### src/rtl/cp0_pkg.sv
// Shared types and constants for the CP0 exception/interrupt controller.
package cp0_pkg;

  typedef enum logic [1:0] {
    ST_IDLE   = 2'd0,
    ST_DRAIN  = 2'd1,
    ST_ENTER  = 2'd2,
    ST_RETURN = 2'd3
  } state_t;

  typedef enum logic {
    KIND_EXC = 1'b0,
    KIND_RET = 1'b1
  } kind_t;

  localparam logic [4:0] CP0_STATUS = 5'd12;
  localparam logic [4:0] CP0_CAUSE  = 5'd13;
  localparam logic [4:0] CP0_EPC    = 5'd14;

  localparam logic [4:0] EXC_INT = 5'd0;
  localparam logic [4:0] EXC_SYS = 5'd8;

  localparam int STATUS_IE     = 0;
  localparam int STATUS_EXL    = 1;
  localparam int STATUS_IM_LO  = 8;
  localparam int STATUS_IM_HI  = 10;
  localparam int CAUSE_EXC_LO  = 2;
  localparam int CAUSE_EXC_HI  = 6;
  localparam int CAUSE_IP_LO   = 8;
  localparam int CAUSE_IP_HI   = 10;

endpackage

### src/rtl/cp0_regs.sv
// Status/Cause/EPC storage with field write masks and the mfc0 read mux.
module cp0_regs
  import cp0_pkg::*;
(
  input  logic        clk,
  input  logic        rst,
  input  logic [2:0]  int_req,
  input  logic        wr_en,
  input  logic [4:0]  wr_addr,
  input  logic [31:0] wr_data,
  input  logic        enter,
  input  logic [31:0] enter_epc,
  input  logic [4:0]  enter_code,
  input  logic        leave,
  input  logic [4:0]  rd_addr,
  output logic [31:0] rd_data,
  output logic [31:0] status,
  output logic [31:0] cause,
  output logic [31:0] epc
);

  logic [2:0]  im_reg;
  logic        exl_reg;
  logic        ie_reg;
  logic [4:0]  exc_code_reg;
  logic [2:0]  ip_reg;
  logic [31:0] epc_reg;

  // IP tracks the interrupt lines even while reset is held.
  always_ff @(posedge clk) begin
    ip_reg <= int_req;
  end

  always_ff @(posedge clk) begin
    if (rst) begin
      im_reg       <= '0;
      exl_reg      <= 1'b0;
      ie_reg       <= 1'b0;
      exc_code_reg <= '0;
      epc_reg      <= '0;
    end else if (enter) begin
      epc_reg      <= enter_epc;
      exc_code_reg <= enter_code;
      exl_reg      <= 1'b1;
    end else if (leave) begin
      exl_reg      <= 1'b0;
    end else if (wr_en) begin
      if (wr_addr == CP0_STATUS) begin
        im_reg  <= wr_data[STATUS_IM_HI:STATUS_IM_LO];
        exl_reg <= wr_data[STATUS_EXL];
        ie_reg  <= wr_data[STATUS_IE];
      end else if (wr_addr == CP0_EPC) begin
        epc_reg <= wr_data;
      end
    end
  end

  always_comb begin
    status = '0;
    status[STATUS_IM_HI:STATUS_IM_LO] = im_reg;
    status[STATUS_EXL]                = exl_reg;
    status[STATUS_IE]                 = ie_reg;
    cause = '0;
    cause[CAUSE_IP_HI:CAUSE_IP_LO]    = ip_reg;
    cause[CAUSE_EXC_HI:CAUSE_EXC_LO]  = exc_code_reg;
    epc = epc_reg;
  end

  always_comb begin
    rd_data = '0;
    case (rd_addr)
      CP0_STATUS: rd_data = status;
      CP0_CAUSE:  rd_data = cause;
      CP0_EPC:    rd_data = epc;
      default:    rd_data = '0;
    endcase
  end

endmodule

### src/rtl/cp0_exc_ctrl.sv
// Sequences syscall/eret/interrupt entry: drain, flush, CP0 update, fetch redirect.
module cp0_exc_ctrl
  import cp0_pkg::*;
#(
  parameter logic [31:0] VECTOR_ADDR = 32'h0000_3000
) (
  input  logic        clk,
  input  logic        rst,
  input  logic        wb_valid,
  input  logic [31:0] pc_wb,
  input  logic        syscall_wb,
  input  logic        eret_wb,
  input  logic        mtc0_we,
  input  logic [4:0]  mtc0_addr,
  input  logic [31:0] mtc0_wdata,
  input  logic [4:0]  mfc0_addr,
  output logic [31:0] mfc0_rdata,
  input  logic [2:0]  int_req,
  input  logic        pipe_empty,
  output logic        stall,
  output logic        flush,
  output logic        redirect_valid,
  output logic [31:0] redirect_pc,
  output logic [31:0] status_out,
  output logic [31:0] cause_out,
  output logic [31:0] epc_out
);

  state_t      state_reg;
  kind_t       kind_reg;
  logic [4:0]  code_reg;
  logic [31:0] epc_next_reg;

  logic irq_pending;
  logic take_sys;
  logic take_eret;
  logic take_irq;
  logic event_any;
  logic reg_wr_en;

  assign irq_pending = (|(int_req & status_out[STATUS_IM_HI:STATUS_IM_LO]))
                       & status_out[STATUS_IE] & ~status_out[STATUS_EXL];

  assign take_sys  = (state_reg == ST_IDLE) & wb_valid & syscall_wb;
  assign take_eret = (state_reg == ST_IDLE) & wb_valid & eret_wb & ~syscall_wb;
  assign take_irq  = (state_reg == ST_IDLE) & wb_valid & irq_pending
                     & ~syscall_wb & ~eret_wb;
  assign event_any = take_sys | take_eret | take_irq;
  // An mtc0 retiring alongside an event is dropped.
  assign reg_wr_en = (state_reg == ST_IDLE) & wb_valid & mtc0_we & ~event_any;

  always_ff @(posedge clk) begin
    if (rst) begin
      state_reg      <= ST_IDLE;
      kind_reg       <= KIND_EXC;
      code_reg       <= EXC_INT;
      epc_next_reg   <= '0;
      stall          <= 1'b0;
      flush          <= 1'b0;
      redirect_valid <= 1'b0;
      redirect_pc    <= '0;
    end else begin
      flush          <= 1'b0;
      redirect_valid <= 1'b0;
      redirect_pc    <= '0;
      case (state_reg)
        ST_IDLE: begin
          stall <= 1'b0;
          if (event_any) begin
            state_reg <= ST_DRAIN;
            stall     <= 1'b1;
            flush     <= 1'b1;
            if (take_eret) begin
              kind_reg <= KIND_RET;
            end else begin
              kind_reg     <= KIND_EXC;
              code_reg     <= take_sys ? EXC_SYS : EXC_INT;
              epc_next_reg <= pc_wb + 32'd4;
            end
          end
        end
        ST_DRAIN: begin
          stall <= 1'b1;
          if (pipe_empty) begin
            state_reg      <= (kind_reg == KIND_EXC) ? ST_ENTER : ST_RETURN;
            redirect_valid <= 1'b1;
            redirect_pc    <= (kind_reg == KIND_EXC) ? VECTOR_ADDR : epc_out;
          end
        end
        default: begin
          state_reg <= ST_IDLE;
          stall     <= 1'b0;
        end
      endcase
    end
  end

  cp0_regs u_regs (
    .clk        (clk),
    .rst        (rst),
    .int_req    (int_req),
    .wr_en      (reg_wr_en),
    .wr_addr    (mtc0_addr),
    .wr_data    (mtc0_wdata),
    .enter      (state_reg == ST_ENTER),
    .enter_epc  (epc_next_reg),
    .enter_code (code_reg),
    .leave      (state_reg == ST_RETURN),
    .rd_addr    (mfc0_addr),
    .rd_data    (mfc0_rdata),
    .status     (status_out),
    .cause      (cause_out),
    .epc        (epc_out)
  );

endmodule

### config.mk
export PLATFORM = sky130hd
export DESIGN_NAME = cp0_exc_ctrl
export DESIGN_NICKNAME = d
export VERILOG_FILES = /design/src/rtl/cp0_pkg.sv /design/src/rtl/cp0_regs.sv /design/src/rtl/cp0_exc_ctrl.sv
export SDC_FILE = /design/constraint.sdc
export NUM_CORES = 1
export LEC_CHECK = 0
export CAP_MARGIN = 10
export CELL_PAD_IN_SITES_DETAIL_PLACEMENT = 1
export CELL_PAD_IN_SITES_GLOBAL_PLACEMENT = 1
export CORE_AREA = 3 3 168 121
export CTS_CLUSTER_SIZE = 40
export DETAILED_ROUTE_END_ITERATION = 12
export DIE_AREA = 0 0 171 124
export PLACE_DENSITY_LB_ADDON = 0.3
export RECOVER_POWER = 50
export SYNTH_ARGS = -nofsm -noshare
export SYNTH_HDL_FRONTEND = slang
export SYNTH_SLANG_ARGS = --single-unit
### constraint.sdc
create_clock -name clk -period 2.2 [get_ports clk]
set_input_delay 0.22 -clock clk [delete_from_list [all_inputs] [get_ports clk]]
set_output_delay 0.22 -clock clk [all_outputs]
set_load 0.05 [all_outputs]
## Yosys cells after proc, flatten, opt, wreduce, memory -nomap -nowiden

Index checks and enable logic that the tools add are counted.

| cells by class | value |
|---|---|
| $add $sub $neg | 1 |
| equality and inequality tests | 12 |
| multiplexer cells | 20 |
| bitwise operators | 25 |
| reductions and logical operators | 16 |

Operators with widths:

| operator | count |
|---|---|
| 32-bit 2-to-1 mux | 5 |
| 32-bit case mux with 3 select lines | 1 |
| 32-bit by 3-bit adder with 32-bit output, second input constant | 1 |
| 5-bit by 4-bit == test with 1-bit output, second input constant | 5 |
| 14-bit 2-to-1 mux | 1 |
| 1-bit AND | 11 |
| 1-bit NOT | 11 |
| 1-bit 2-to-1 mux | 8 |
| 4-bit AND reduction | 2 |
| 2-bit AND reduction | 3 |
| 3-bit nonzero test | 2 |
| 3-bit OR reduction | 2 |
| 2-bit == test, second input constant | 2 |
| 2-bit 2-to-1 mux | 2 |
| 4-bit 2-to-1 mux | 1 |
| 2-bit by 1-bit inequality test with 1-bit output, second input constant | 2 |
| 2-bit inequality test, second input constant | 2 |
| 2-bit case mux with 2 select lines | 1 |
| 2-bit nonzero test | 2 |
| 2-bit OR reduction | 2 |
| 4-bit OR reduction | 1 |
| 3-bit AND | 1 |
| 3-bit AND reduction | 1 |
| 2-bit by 1-bit == test with 1-bit output, second input constant | 1 |
| other kinds (3) | 4 |

| word-level totals | value |
|---|---|
| register bits | 120 |
| input bits | 84 |
| output and inout bits | 163 |
| logic and storage cells | 89 |

## Depth between registers and ports, before layout

| logic depth | value |
|---|---|
| word-level depth | 13 |
| mapped depth | 6 |
| gate-level depth less buffers | 5 |

## By module

Synthesis repeated with hierarchy kept, for this count alone.

| unflattened totals | value |
|---|---|
| cell total of the unflattened synthesis | 666 |
| area, all modules | 6143.4 µm² |

By module, submodules not included:

| module | times used | cells each | area each (µm²) | sequential area each (µm²) |
|---|---|---|---|---|
| cp0_regs | 1 | 327 | 3086.7 | 900.9 |
| cp0_exc_ctrl | 1 | 339 | 3056.7 | 1421.4 |

## Worst setup path after synthesis

OpenSTA, ideal clock, no wires.

| timing path | value |
|---|---|
| kind | reg-to-reg |
| start point | register u_regs.im_reg[0] |
| end point | register u_regs.exl_reg |
| setup time | 120 ps |
| arrival | 1958 ps |
| required time | 2080 ps |
| setup slack | 122 ps |
| cell stages (with the launch flop) | 6 |
| path buffers | 1 |
| clock period less this slack | 2078 ps |
| cell sequence | dfxtp_1 -> a222oi_1 -> o21ai_1 -> buf_2 -> o31a_1 -> o31a_1 |

| on the way | value |
|---|---|
| cells in the longest elaborated chain, start to end | 12 |

Ends and longest elaborated chain:

| item | line | text |
|---|---|---|
| start: declaration | cp0_regs.sv:22 | `logic [2:0] im_reg;` |
| start signal: assignment | cp0_regs.sv:49 | `im_reg <= wr_data[STATUS_IM_HI:STATUS_IM_LO];` |
| 3-bit AND | cp0_exc_ctrl.sv:41 | `assign irq_pending = (\|(int_req & status_out[STATUS_IM_HI:STATUS_IM_LO]))` |
| 3-bit OR reduction | cp0_exc_ctrl.sv:41 |  |
| 1-bit AND (2 in series) | cp0_exc_ctrl.sv:42 | `& status_out[STATUS_IE] & ~status_out[STATUS_EXL];` |
| 1-bit AND | cp0_exc_ctrl.sv:46 | `assign take_irq = (state_reg == ST_IDLE) & wb_valid & irq_pending` |
| 1-bit AND (2 in series) | cp0_exc_ctrl.sv:47 | `& ~syscall_wb & ~eret_wb;` |
| 1-bit bitwise OR | cp0_exc_ctrl.sv:48 | `assign event_any = take_sys \| take_eret \| take_irq;` |
| 1-bit NOT | cp0_exc_ctrl.sv:50 | `assign reg_wr_en = (state_reg == ST_IDLE) & wb_valid & mtc0_we & ~event_any;` |
| 1-bit AND | cp0_exc_ctrl.sv:50 |  |
| 3-bit nonzero test (no source line) | n/a |  |
| 2-bit AND reduction (no source line) | n/a |  |
| end signal: assignment | cp0_regs.sv:50 | `exl_reg <= wr_data[STATUS_EXL];` |
| end: declaration | cp0_regs.sv:23 | `logic exl_reg;` |

No other way between the ends.
A chain may end at the register's enable or synchronous reset.

## Final worst setup path

| timing path | value |
|---|---|
| start point | register state_reg[0] |
| end point | register epc_next_reg[1] |

| on the way | value |
|---|---|
| cells in the longest elaborated chain, start to end | 7 |
| elaborated cells between the ends (all ways) | 12 |
| classes of those cells | bitwise: 10; reduce/logical: 2 |

Ends and longest elaborated chain:

| item | line | text |
|---|---|---|
| start: declaration | cp0_exc_ctrl.sv:29 | `state_t state_reg;` |
| start signal: assignment | cp0_exc_ctrl.sv:85 | `state_reg <= (kind_reg == KIND_EXC) ? ST_ENTER : ST_RETURN;` |
| 2-bit logical NOT * | n/a |  |
| 1-bit AND | cp0_exc_ctrl.sv:44, cp0_exc_ctrl.sv:45, cp0_exc_ctrl.sv:46 |  |
| 1-bit AND (on tied branches) | cp0_exc_ctrl.sv:45, cp0_exc_ctrl.sv:46 |  |
| 1-bit AND (on tied branches) | cp0_exc_ctrl.sv:45, cp0_exc_ctrl.sv:47 |  |
| 1-bit bitwise OR / 1-bit AND (equally long branches) | cp0_exc_ctrl.sv:48, cp0_exc_ctrl.sv:47 |  |
| 1-bit bitwise OR | cp0_exc_ctrl.sv:48 |  |
| 3-bit AND reduction (no source line) * | n/a |  |
| end signal: assignment | cp0_exc_ctrl.sv:78 | `epc_next_reg <= pc_wb + 32'd4;` |
| end: declaration | cp0_exc_ctrl.sv:32 | `logic [31:0] epc_next_reg;` |

Every way passes the cells marked *; elsewhere a longest branch is shown, timed or not.

==> flow_summary_export.csv <==
group,metric,value,unit
sta,setup_viol,0,
yosys,synth_enable_flop_cells,0,
sta,period_minus_slack,1982,ps
run_status,status,"finished clean",
power,pwr-share-seq,45.0,%
global_route,grt.busiest_layer,"met2",
power,ir_worst_vdd,344.3,uV
min_path,hp-start,"int_req[0]",
power,p_leak,3.350,nW
finish,multi_input_area,2868,sq um
global_route,grt_max_degree,76,
detailed_routing,wl_per_cell,20.12,um
sta,fin_crit_sh,90.08,%
finish,utilization,44.18,%
min_path,hp-class,"in2reg",
floorplan,die_height,124,um
finish,layout_common_cells,"dfxtp_1 (112), clkdlybuf4s50_1 (100), nor2_1 (70), dlygate4sd3_1 (58), conb_1 (55)",
floorplan,fp.dieArea,21200,sq um
worst_setup_path,regToRegStartpoint,"state_reg[0]$_SDFFE_PP0P_",
clock_network,cts_sinks,112,
detailed_routing,drt-initial-drc-count,369,
sta,rsz0062_at_grt,"false",
power,combPwrFrac,20.6,%
floorplan,coreArea,18810,sq um
clock_network,ctsHoldBuffers,0,
detailed_routing,detail-route-antenna-nets,0,
worst_setup_path,end_kind,"flip-flop",
yosys,syn_inst,636,
yosys,yosysWarnings,0,
sta,slew_viol_final,0,
finish,fin_nets,909,
finish,syn2layout_area_growth,48.02,%
sta,whs,457.0,ps
clock_network,cts_setup_buffers,0,
detailed_routing,drc,0,
yosys,synthFlopType,"dfxtp_1",
worst_setup_path,path_class,"reg2reg",
yosys,syn_area,5615,sq um
detailed_routing,viasPerCell,5.181,
sta,final_hold_viol_count,0,
detailed_routing,num_vias,5549,
finish,fill_cells,2146,
global_route,antenna_found_initial,0,
worst_setup_path,worstPathMaxFanout,63,
clock_network,clkLatencyLatePin,360,ps
floorplan,die_x,171,um
global_route,gr-total-overflow,0,
finish,seq_area,2242,sq um
global_route,grt_util_met3,5.171,%
worst_setup_path,start_kind,"flip-flop",
sta,max_freq,0.5046,GHz
clock_network,cts_resized,0,
global_route,grt_usage,19.48,%
global_route,grt_pass1_vias,5376,
place,dp_hpwl,16610,um
worst_setup_path,crit_start,"state_reg[0]$_SDFFE_PP0P_",
power,power_per_cell_area,583.5,nW/um^2
clock_network,root_buffer,"clkbuf_16",
run,timing.max_cap.violations,0,
power,swShare,30.72,%
yosys,seq_area_frac_synth,39.93,%
power,p_total,4.850,mW
global_route,grt_pass1_wl,32200,um
sta,slew_headroom,43.52,%
yosys,synthArstFlopShare,0,%
clock_network,clockBufferDepth,2,
global_route,gr-usage-met2,28.91,%
sta,fin_setup_tns,0,ps
global_route,grt_use_met1,28.54,%
finish,num_antenna_cells,0,
clock_network,htreeDepth,3,
detailed_routing,drtPass1Iterations,5,
worst_setup_path,worst_ep_required_time,2420,ps
worst_setup_path,cp.arrival,2200,ps
detailed_routing,finalWirelength,21550,um
sta,worstMarginPinSlew,847.2,ps
floorplan,ioPinCount,247,
yosys,ys_ff_latch,112,
place,portBuffers,191,
clock_network,clk_pin_slew,70,ps
finish,layout_commonest_cell,"dfxtp_1",
power,internal_power,3.360,mW
power,power_switching,1.490,mW
yosys,syn_avg_cell_area,8.829,sq um
clock_network,numCtsBuffers,9,
place,gp_congestion,0.8091,
floorplan,std_cell_rows,42,
sta,finClkSkew,3.388,ps
finish,final_layout_size_suffix_gt1_share,12.42,%
power,clkPwrFrac,34.5,%
floorplan,start_util,29.85,%
clock_network,cts_tree,"done",
yosys,synthDistinctLibCells,44,
-- final cells by class --
| cell class | count | share of cell area [%] |
|---|---|---|
| tap | 242 | 3.643 |
| sequential | 112 | 26.98 |
| clock inverter | 5 | 0.6774 |
| inverter | 9 | 0.4064 |
| timing repair buffer | 238 | 30.87 |
| clock buffer | 11 | 2.920 |
| multi-input combinational | 454 | 34.50 |
-- final timing paths --
kind | endpoint | slack [ps] | cells past startpoint
worst min register to register | code_reg[3]$_SDFFE_PP0P_ | 490 | 2
worst max register to register | epc_next_reg[1]$_SDFFE_PP0P_ | 220 | 5
worst min-delay path | u_regs.ip_reg[0]$_DFF_P_ | 460 | 1
worst max-delay path | epc_next_reg[1]$_SDFFE_PP0P_ | 220 | 5
-- per-stage QoR --
step | worst slack (ps) | cells | area [sq um]
after floorplan | 122.1 | 690 | 5818
after global placement | 41.15 | 1055 | 8117
after detailed placement | -40.00 | 1055 | 8117
after CTS | 239.9 | 1071 | 8416
after global routing | 90.12 | 1071 | 8312
final | 218.2 | 1071 | 8312
-- metal layers --
layer / wire length [um] / share of wire [%]
met3: 1675 / 7.8
met4: 173 / 0.80
met1: 10520 / 49
met5: 0 / 0
met2: 9182 / 43
-- logic make-up after synthesis --
family	after synthesis	synth area share, %
other	1	0.06678
AOI/OAI and AO/OA	137	19.61
muxes	9	1.604
adders and majority gates	1	0.2228
and+or+nand+nor	241	24.13
xor gates and xnor gates	11	1.716
buffers and inverters	124	12.72
DFF	112	39.93
-- power groups by stage --
stage	clock network (mW)	logic [mW]	registers [mW]
finish	1.67	0.997	2.18
global route	1.79	1.06	2.19
CTS	1.71	1.01	2.18
detailed placement	0	1.01	2.23
global placement	0	0.985	2.23
floorplan	0	0.576	2.31
-- worst max-delay path, cell delays in order (launching register included) --
cell and delay [ps]:
dfxtp_1 370, or3b_1 520, o41ai_4 310, buf_12 310, mux2i_1 240, nor2_1 50
-- cells in the mapped netlist, types with 5 or more instances --
| cell | instances | area share [%] |
|---|---|---|
| dfxtp_1 | 112 | 40 |
| nor2_1 | 71 | 4.7 |
| buf_4 | 63 | 8.4 |
| o31ai_1 | 50 | 6.7 |
| nand4_1 | 43 | 4.8 |
| clkbuf_1 | 42 | 2.8 |
| a311oi_1 | 40 | 6.2 |
| and3_1 | 33 | 3.7 |
| and2_1 | 28 | 3.1 |
| or4_1 | 14 | 1.9 |
| a21oi_1 | 13 | 1.2 |
| a211oi_1 | 12 | 1.6 |
| nand2_1 | 11 | 0.74 |
| buf_2 | 10 | 0.89 |
| inv_1 | 9 | 0.60 |
| mux2i_1 | 9 | 1.6 |
| nand3_1 | 9 | 0.80 |
| xor2_1 | 7 | 1.1 |
| a311oi_2 | 6 | 1.6 |
| and4_1 | 6 | 0.94 |
| nor3_1 | 5 | 0.45 |
Power figures use the tool's default switching activity.
